## src/rtl/icb_dma_master_if.sv

```systemverilog
// Bundle of request, data-stream and ICB bus signals for icb_dma_master.
// The master modport is the DMA block's view; slave is the environment's view.
`timescale 1ns/1ps
interface icb_dma_master_if;
  logic        req_valid;
  logic        req_ready;
  logic        req_write;
  logic [31:0] req_addr;
  logic [15:0] req_len;
  logic        wr_valid;
  logic        wr_ready;
  logic [31:0] wr_data;
  logic        rd_valid;
  logic        rd_ready;
  logic [31:0] rd_data;
  logic        icb_cmd_valid;
  logic        icb_cmd_ready;
  logic        icb_cmd_read;
  logic [31:0] icb_cmd_addr;
  logic [31:0] icb_cmd_wdata;
  logic [3:0]  icb_cmd_wmask;
  logic        icb_rsp_valid;
  logic        icb_rsp_ready;
  logic        icb_rsp_err;
  logic [31:0] icb_rsp_rdata;
  logic        busy;
  logic        done;
  logic        err;

  modport master (
    input  req_valid, req_write, req_addr, req_len, wr_valid, wr_data, rd_ready,
           icb_cmd_ready, icb_rsp_valid, icb_rsp_err, icb_rsp_rdata,
    output req_ready, wr_ready, rd_valid, rd_data, icb_cmd_valid, icb_cmd_read,
           icb_cmd_addr, icb_cmd_wdata, icb_cmd_wmask, icb_rsp_ready, busy, done, err
  );

  modport slave (
    output req_valid, req_write, req_addr, req_len, wr_valid, wr_data, rd_ready,
           icb_cmd_ready, icb_rsp_valid, icb_rsp_err, icb_rsp_rdata,
    input  req_ready, wr_ready, rd_valid, rd_data, icb_cmd_valid, icb_cmd_read,
           icb_cmd_addr, icb_cmd_wdata, icb_cmd_wmask, icb_rsp_ready, busy, done, err
  );
endinterface

```

## src/rtl/icb_dma_master.sv

```systemverilog
// Single-outstanding ICB DMA master: moves req_len words between the ICB bus
// and the rd/wr streams, with write data and read data passed straight through.
`timescale 1ns/1ps
module icb_dma_master (
  input logic               clk,
  input logic               rst_n,
  icb_dma_master_if.master  bus
);

  typedef enum logic [1:0] {IDLE, CMD, RSP, FIN} state_t;

  state_t      state, state_nxt;
  logic [31:0] addr_q;
  logic [15:0] len_q;
  logic [15:0] cnt_q;
  logic        write_q;
  logic        err_q;
  logic        rsp_hs;
  logic        last_word;

  // cnt_q never exceeds len_q-1, so the increment cannot wrap.
  assign last_word = (cnt_q + 16'd1) == len_q;

  always_ff @(posedge clk) begin
    if (!rst_n) begin
      state   <= IDLE;
      addr_q  <= '0;
      len_q   <= '0;
      cnt_q   <= '0;
      write_q <= 1'b0;
      err_q   <= 1'b0;
    end else begin
      state <= state_nxt;
      if (state == IDLE && bus.req_valid) begin
        addr_q  <= bus.req_addr & 32'hFFFF_FFFC;
        len_q   <= bus.req_len;
        write_q <= bus.req_write;
        cnt_q   <= '0;
        err_q   <= 1'b0;
      end
      if (rsp_hs) begin
        cnt_q  <= cnt_q + 16'd1;
        addr_q <= addr_q + 32'd4;
        err_q  <= err_q | bus.icb_rsp_err;
      end
    end
  end

  always_comb begin
    state_nxt         = state;
    rsp_hs            = 1'b0;
    bus.req_ready     = 1'b0;
    bus.wr_ready      = 1'b0;
    bus.rd_valid      = 1'b0;
    bus.rd_data       = '0;
    bus.icb_cmd_valid = 1'b0;
    bus.icb_cmd_read  = 1'b0;
    bus.icb_cmd_wdata = '0;
    bus.icb_rsp_ready = 1'b0;
    case (state)
      IDLE: begin
        bus.req_ready = rst_n;
        if (bus.req_valid) state_nxt = (bus.req_len != 16'd0) ? CMD : FIN;
      end
      CMD: begin
        if (write_q) begin
          bus.icb_cmd_valid = bus.wr_valid;
          bus.wr_ready      = bus.icb_cmd_ready;
          bus.icb_cmd_wdata = bus.wr_data;
          if (bus.wr_valid && bus.icb_cmd_ready) state_nxt = RSP;
        end else begin
          bus.icb_cmd_valid = 1'b1;
          bus.icb_cmd_read  = 1'b1;
          if (bus.icb_cmd_ready) state_nxt = RSP;
        end
      end
      RSP: begin
        if (write_q) begin
          bus.icb_rsp_ready = 1'b1;
          rsp_hs            = bus.icb_rsp_valid;
        end else begin
          bus.rd_valid      = bus.icb_rsp_valid;
          bus.rd_data       = bus.icb_rsp_rdata;
          bus.icb_rsp_ready = bus.rd_ready;
          rsp_hs            = bus.icb_rsp_valid & bus.rd_ready;
        end
        if (rsp_hs) state_nxt = last_word ? FIN : CMD;
      end
      FIN:     state_nxt = IDLE;
      default: state_nxt = IDLE;
    endcase
  end

  assign bus.icb_cmd_addr  = addr_q;
  assign bus.icb_cmd_wmask = 4'hF;
  assign bus.busy          = (state != IDLE);
  assign bus.done          = (state == FIN);
  assign bus.err           = err_q;

endmodule

```

## src/flat_wrapper.sv

```systemverilog
// flat-port wrapper written by rule: the top's interface ports become plain ports
module icb_dma_master_flat 
  (clk, rst_n, bus_req_valid, bus_req_write, bus_req_addr, bus_req_len, bus_wr_valid, bus_wr_data, bus_rd_ready, bus_icb_cmd_ready, bus_icb_rsp_valid, bus_icb_rsp_err, bus_icb_rsp_rdata, bus_req_ready, bus_wr_ready, bus_rd_valid, bus_rd_data, bus_icb_cmd_valid, bus_icb_cmd_read, bus_icb_cmd_addr, bus_icb_cmd_wdata, bus_icb_cmd_wmask, bus_icb_rsp_ready, bus_busy, bus_done, bus_err);
  icb_dma_master_if bus_i ();
  input logic clk;
  input logic rst_n;
  input wire logic [$bits(bus_i.req_valid)-1:0] bus_req_valid;
  input wire logic [$bits(bus_i.req_write)-1:0] bus_req_write;
  input wire logic [$bits(bus_i.req_addr)-1:0] bus_req_addr;
  input wire logic [$bits(bus_i.req_len)-1:0] bus_req_len;
  input wire logic [$bits(bus_i.wr_valid)-1:0] bus_wr_valid;
  input wire logic [$bits(bus_i.wr_data)-1:0] bus_wr_data;
  input wire logic [$bits(bus_i.rd_ready)-1:0] bus_rd_ready;
  input wire logic [$bits(bus_i.icb_cmd_ready)-1:0] bus_icb_cmd_ready;
  input wire logic [$bits(bus_i.icb_rsp_valid)-1:0] bus_icb_rsp_valid;
  input wire logic [$bits(bus_i.icb_rsp_err)-1:0] bus_icb_rsp_err;
  input wire logic [$bits(bus_i.icb_rsp_rdata)-1:0] bus_icb_rsp_rdata;
  output wire logic [$bits(bus_i.req_ready)-1:0] bus_req_ready;
  output wire logic [$bits(bus_i.wr_ready)-1:0] bus_wr_ready;
  output wire logic [$bits(bus_i.rd_valid)-1:0] bus_rd_valid;
  output wire logic [$bits(bus_i.rd_data)-1:0] bus_rd_data;
  output wire logic [$bits(bus_i.icb_cmd_valid)-1:0] bus_icb_cmd_valid;
  output wire logic [$bits(bus_i.icb_cmd_read)-1:0] bus_icb_cmd_read;
  output wire logic [$bits(bus_i.icb_cmd_addr)-1:0] bus_icb_cmd_addr;
  output wire logic [$bits(bus_i.icb_cmd_wdata)-1:0] bus_icb_cmd_wdata;
  output wire logic [$bits(bus_i.icb_cmd_wmask)-1:0] bus_icb_cmd_wmask;
  output wire logic [$bits(bus_i.icb_rsp_ready)-1:0] bus_icb_rsp_ready;
  output wire logic [$bits(bus_i.busy)-1:0] bus_busy;
  output wire logic [$bits(bus_i.done)-1:0] bus_done;
  output wire logic [$bits(bus_i.err)-1:0] bus_err;
  assign bus_i.req_valid = bus_req_valid;
  assign bus_i.req_write = bus_req_write;
  assign bus_i.req_addr = bus_req_addr;
  assign bus_i.req_len = bus_req_len;
  assign bus_i.wr_valid = bus_wr_valid;
  assign bus_i.wr_data = bus_wr_data;
  assign bus_i.rd_ready = bus_rd_ready;
  assign bus_i.icb_cmd_ready = bus_icb_cmd_ready;
  assign bus_i.icb_rsp_valid = bus_icb_rsp_valid;
  assign bus_i.icb_rsp_err = bus_icb_rsp_err;
  assign bus_i.icb_rsp_rdata = bus_icb_rsp_rdata;
  assign bus_req_ready = bus_i.req_ready;
  assign bus_wr_ready = bus_i.wr_ready;
  assign bus_rd_valid = bus_i.rd_valid;
  assign bus_rd_data = bus_i.rd_data;
  assign bus_icb_cmd_valid = bus_i.icb_cmd_valid;
  assign bus_icb_cmd_read = bus_i.icb_cmd_read;
  assign bus_icb_cmd_addr = bus_i.icb_cmd_addr;
  assign bus_icb_cmd_wdata = bus_i.icb_cmd_wdata;
  assign bus_icb_cmd_wmask = bus_i.icb_cmd_wmask;
  assign bus_icb_rsp_ready = bus_i.icb_rsp_ready;
  assign bus_busy = bus_i.busy;
  assign bus_done = bus_i.done;
  assign bus_err = bus_i.err;
  icb_dma_master u_core (.clk(clk), .rst_n(rst_n), .bus(bus_i));
endmodule
```

## config.mk

```make
export PLATFORM = sky130hd
export DESIGN_NAME = icb_dma_master_flat
export DESIGN_NICKNAME = d
export VERILOG_FILES = /design/src/rtl/icb_dma_master_if.sv /design/src/rtl/icb_dma_master.sv /design/src/flat_wrapper.sv
export SDC_FILE = /design/constraint.sdc
export NUM_CORES = 1
export LEC_CHECK = 0
export CORE_MARGIN = 8
export CORE_UTILIZATION = 39
export DETAILED_ROUTE_END_ITERATION = 10
export PLACE_DENSITY = 0.82
export SLEW_MARGIN = 0
export SYNTH_ARGS = -nofsm -noshare
export SYNTH_HDL_FRONTEND = slang
export SYNTH_SLANG_ARGS = --single-unit
```

## constraint.sdc

```tcl
create_clock -name clk -period 2.5 [get_ports clk]
set_input_delay 0.25 -clock clk [delete_from_list [all_inputs] [get_ports clk]]
set_output_delay 0.25 -clock clk [all_outputs]
set_load 0.01 [all_outputs]
```

==> results_dict.tcl <==
set metrics [dict create \
    setup_viol 0 \
    min_period_ns 2.329 \
    period_share_pct 93.15 \
    worstSetupEndpointType "primary output" \
    synth_edf_count 0 \
    status "finished, final reports clean" \
    cts_tree "yes" \
    hold_buffers 0 \
    clockBufferDepth 2 \
    max_freq_mhz 429.4 \
    grt_pass1_wl_mm 25.55 \
    fp-row-count 37 \
    worstMarginPinSlew_ns 0.6102 \
    portBuffers 221 \
    drc_errors 0 \
    vias 4937 \
    cts_resized 0 \
    worstSetupPathType "reg -> out" \
    synth_seq_area_share_pct 31.94 \
    startpoint_type "register" \
    finalHoldViolCount 0 \
    antenna_found_initial 1 \
    area_growth_pct 61.07 \
    routed_wl_mm 16.53 \
    clock-sinks 66 \
    clk_pin_slew_ns 0.07 \
    dp_hpwl_mm 13.07 \
    num_io_pins 230 \
    detail-route-antenna-nets 0 \
    drt-initial-drc-count 363 \
    synth_seq_cells 66 \
    htreeDepth 3 \
    max-cap-violations 0 \
    cp-startpoint "u_core.state[0]" \
    cp.arrival_ns 2.08 \
    fin_nets 908 \
    dp.cells 910 \
    drv_slew 0 \
    avgSynthCellArea_um2 7.169 \
    dpl_cell_area_um2 6456 \
    multi_input_area_um2 2595 \
    worstHoldStart "bus_req_addr[11]" \
    n_antenna_cell 0 \
    cts-root-buf "clkbuf_8" \
    holdWs_ns 0.4683 \
    cts_buffers 9 \
    initial_utilization_pct 40.07 \
    syn-cell-area_um2 4136 \
    setup_tns_ns 0 \
    synth_ff_type "dfxtp_1" \
    synth.distinct_cells 55 \
    gp_congestion 0.9049 \
    p_leak_nw 2.370 \
    hp-class "in -> reg" \
    irDropWorstVdd_uv 356.9 \
    sequential_cell_area_um2 1321 \
    drt-wirelength-per-cell_um 17.89 \
    cts_setup_buffers 0 \
    die_h_um 119.0 \
    slew_headroom_pct 58.94 \
    rsz0062_at_grt "false" \
    cp.required_ns 2.25 \
    async_flop_share_pct 0 \
    dr.pass1.iters 5 \
    clkLatencyLatePin_ns 0.34 \
    nFillCells 900 \
    clock_skew_ns 0.008737 \
    grt_max_degree 53 \
    critical_path.max_fanout 33 \
    dieArea_um2 14160 \
    post-route-cell-area_um2 6663 \
    grt_pass1_vias 4755 \
    core_region_area_um2 10320 \
    r2r-start "u_core.cnt_q[0]" \
    die_w_um 119.0 \
    synthCells 577 \
    grt_overflow 0 \
    yosys_warnings 0 \
    power_density_nw_per_um2 428.1 \
    instances_no_fill 924 \
    viasPerCell 5.343 \
    layout-drive-gt1-share_pct 4.188 \
    gr-usage-all-layers_pct 22.15 \
]
## stage by stage
| step | total power (W) | setup slack (ns) | util, % |
|---|---|---|---|
| after detailed placement | 0.001901 | 0.2371 | 62.54 |
| final | 0.002853 | 0.1712 | 64.54 |
| after global placement | 0.001885 | 0.2689 | 62.54 |
| after CTS | 0.002863 | 0.1509 | 64.54 |
| after global routing | 0.002982 | 0.04204 | 64.54 |
| after floorplan | 0.001485 | 0.3763 | - |
## cell families after synthesis
family	Yosys count	share of synthesized area, %
other	2	0.1816
AND/OR/NAND/NOR	287	35.48
AO/OA/AOI/OAI	141	20.57
XOR/XNOR	24	5.535
buffers and inverters	55	5.686
flip-flops	66	31.94
adder cells (fa/ha/maj)	2	0.6049
## final cells by class
class / instances / share of cell area [%]
clock inverter: 3 / 0.9765
tap: 136 / 2.554
clock buffer: 11 / 2.122
multi-input combinational: 460 / 38.95
inverter: 12 / 0.6761
timing repair buffer: 236 / 34.89
sequential: 66 / 19.83
## metal layers
metal	share of wire [%]	GRT usage, %	vias to the layer above
li1	-	-	2414
met1	40	24.79	2253
met2	50	39.59	238
met3	7.4	5.857	30
met4	2.6	7.826	2
met5	0.073	0	-
## placed cells by master, fill, tap and decap left out, drive strengths merged, types with 15 or more instances in the layout
cell type,Yosys,layout
a21oi,64,64
and2,73,73
buf,16,15
clkdlybuf4s50,0,221
dfxtp,66,66
nand2,73,73
nand3,22,22
nor2,50,50
nor3,16,16
nor4,15,15
o21ai,26,26
xnor2,19,19
## worst max-delay path, stage by stage, from the launching register on
cell and delay, ns:
dfxtp_1 0.37, nand2b_2 0.25, nor2_1 0.10, buf_4 0.27
and2_1 0.18, clkdlybuf4s50_1 0.57
## flip-flops by register name (all words and copies together), names as in the netlist
signal,flops
u_core.write_q,1
u_core.cnt_q,16
u_core.state,2
u_core.len_q,16
u_core.bus.icb_cmd_addr,30
u_core.bus.err,1
## path summary, 6_finish.rpt
path | endpoint | slack [ns] | cells past startpoint
worst max-delay path | bus_rd_valid | 0.17 | 5
worst min-delay path | u_core.bus.icb_cmd_addr[11] | 0.47 | 3
worst max register to register | u_core.state[1] | 0.23 | 7
worst min register to register | u_core.len_q[4] | 0.47 | 2
## report_power, final
| part | leakage, nW | switching (W) | internal (W) |
|---|---|---|---|
| logic | 1.73 | 0.000299 | 0.000396 |
| registers | 0.540 | 0.0000734 | 0.00111 |
| clock network | 0.105 | 0.000395 | 0.000577 |
| total | 2.37 | 0.000768 | 0.00208 |
## cells in the mapped netlist, types with 3 or more instances
cell      number  area [µm²]
and2_1        73       456.7
nand2_1       73       274.0
dfxtp_1       66        1321
a21oi_1       64       320.3
nor2_1        50       187.7
clkbuf_1      27       101.4
nand3_1       22       110.1
o21ai_0       20       100.1
xnor2_1       19       166.4
nor3_1        16       80.08
nor4_1        13       81.33
o211ai_1      12       90.09
inv_1         10       37.54
and3_1         8       50.05
nand4_1        8       50.05
a22oi_1        6       45.04
a31oi_1        6       37.54
buf_4          6       45.04
o21ai_1        6       30.03
or3_1          6       37.54
buf_1          5       18.77
buf_2          5       25.02
nor2b_1        4       25.02
xor2_1         4       35.03
a211oi_1       3       22.52
a21boi_1       3       22.52
a221oi_1       3       26.28
or4_1          3       22.52
No activity file was read; power rests on OpenSTA's default activity.
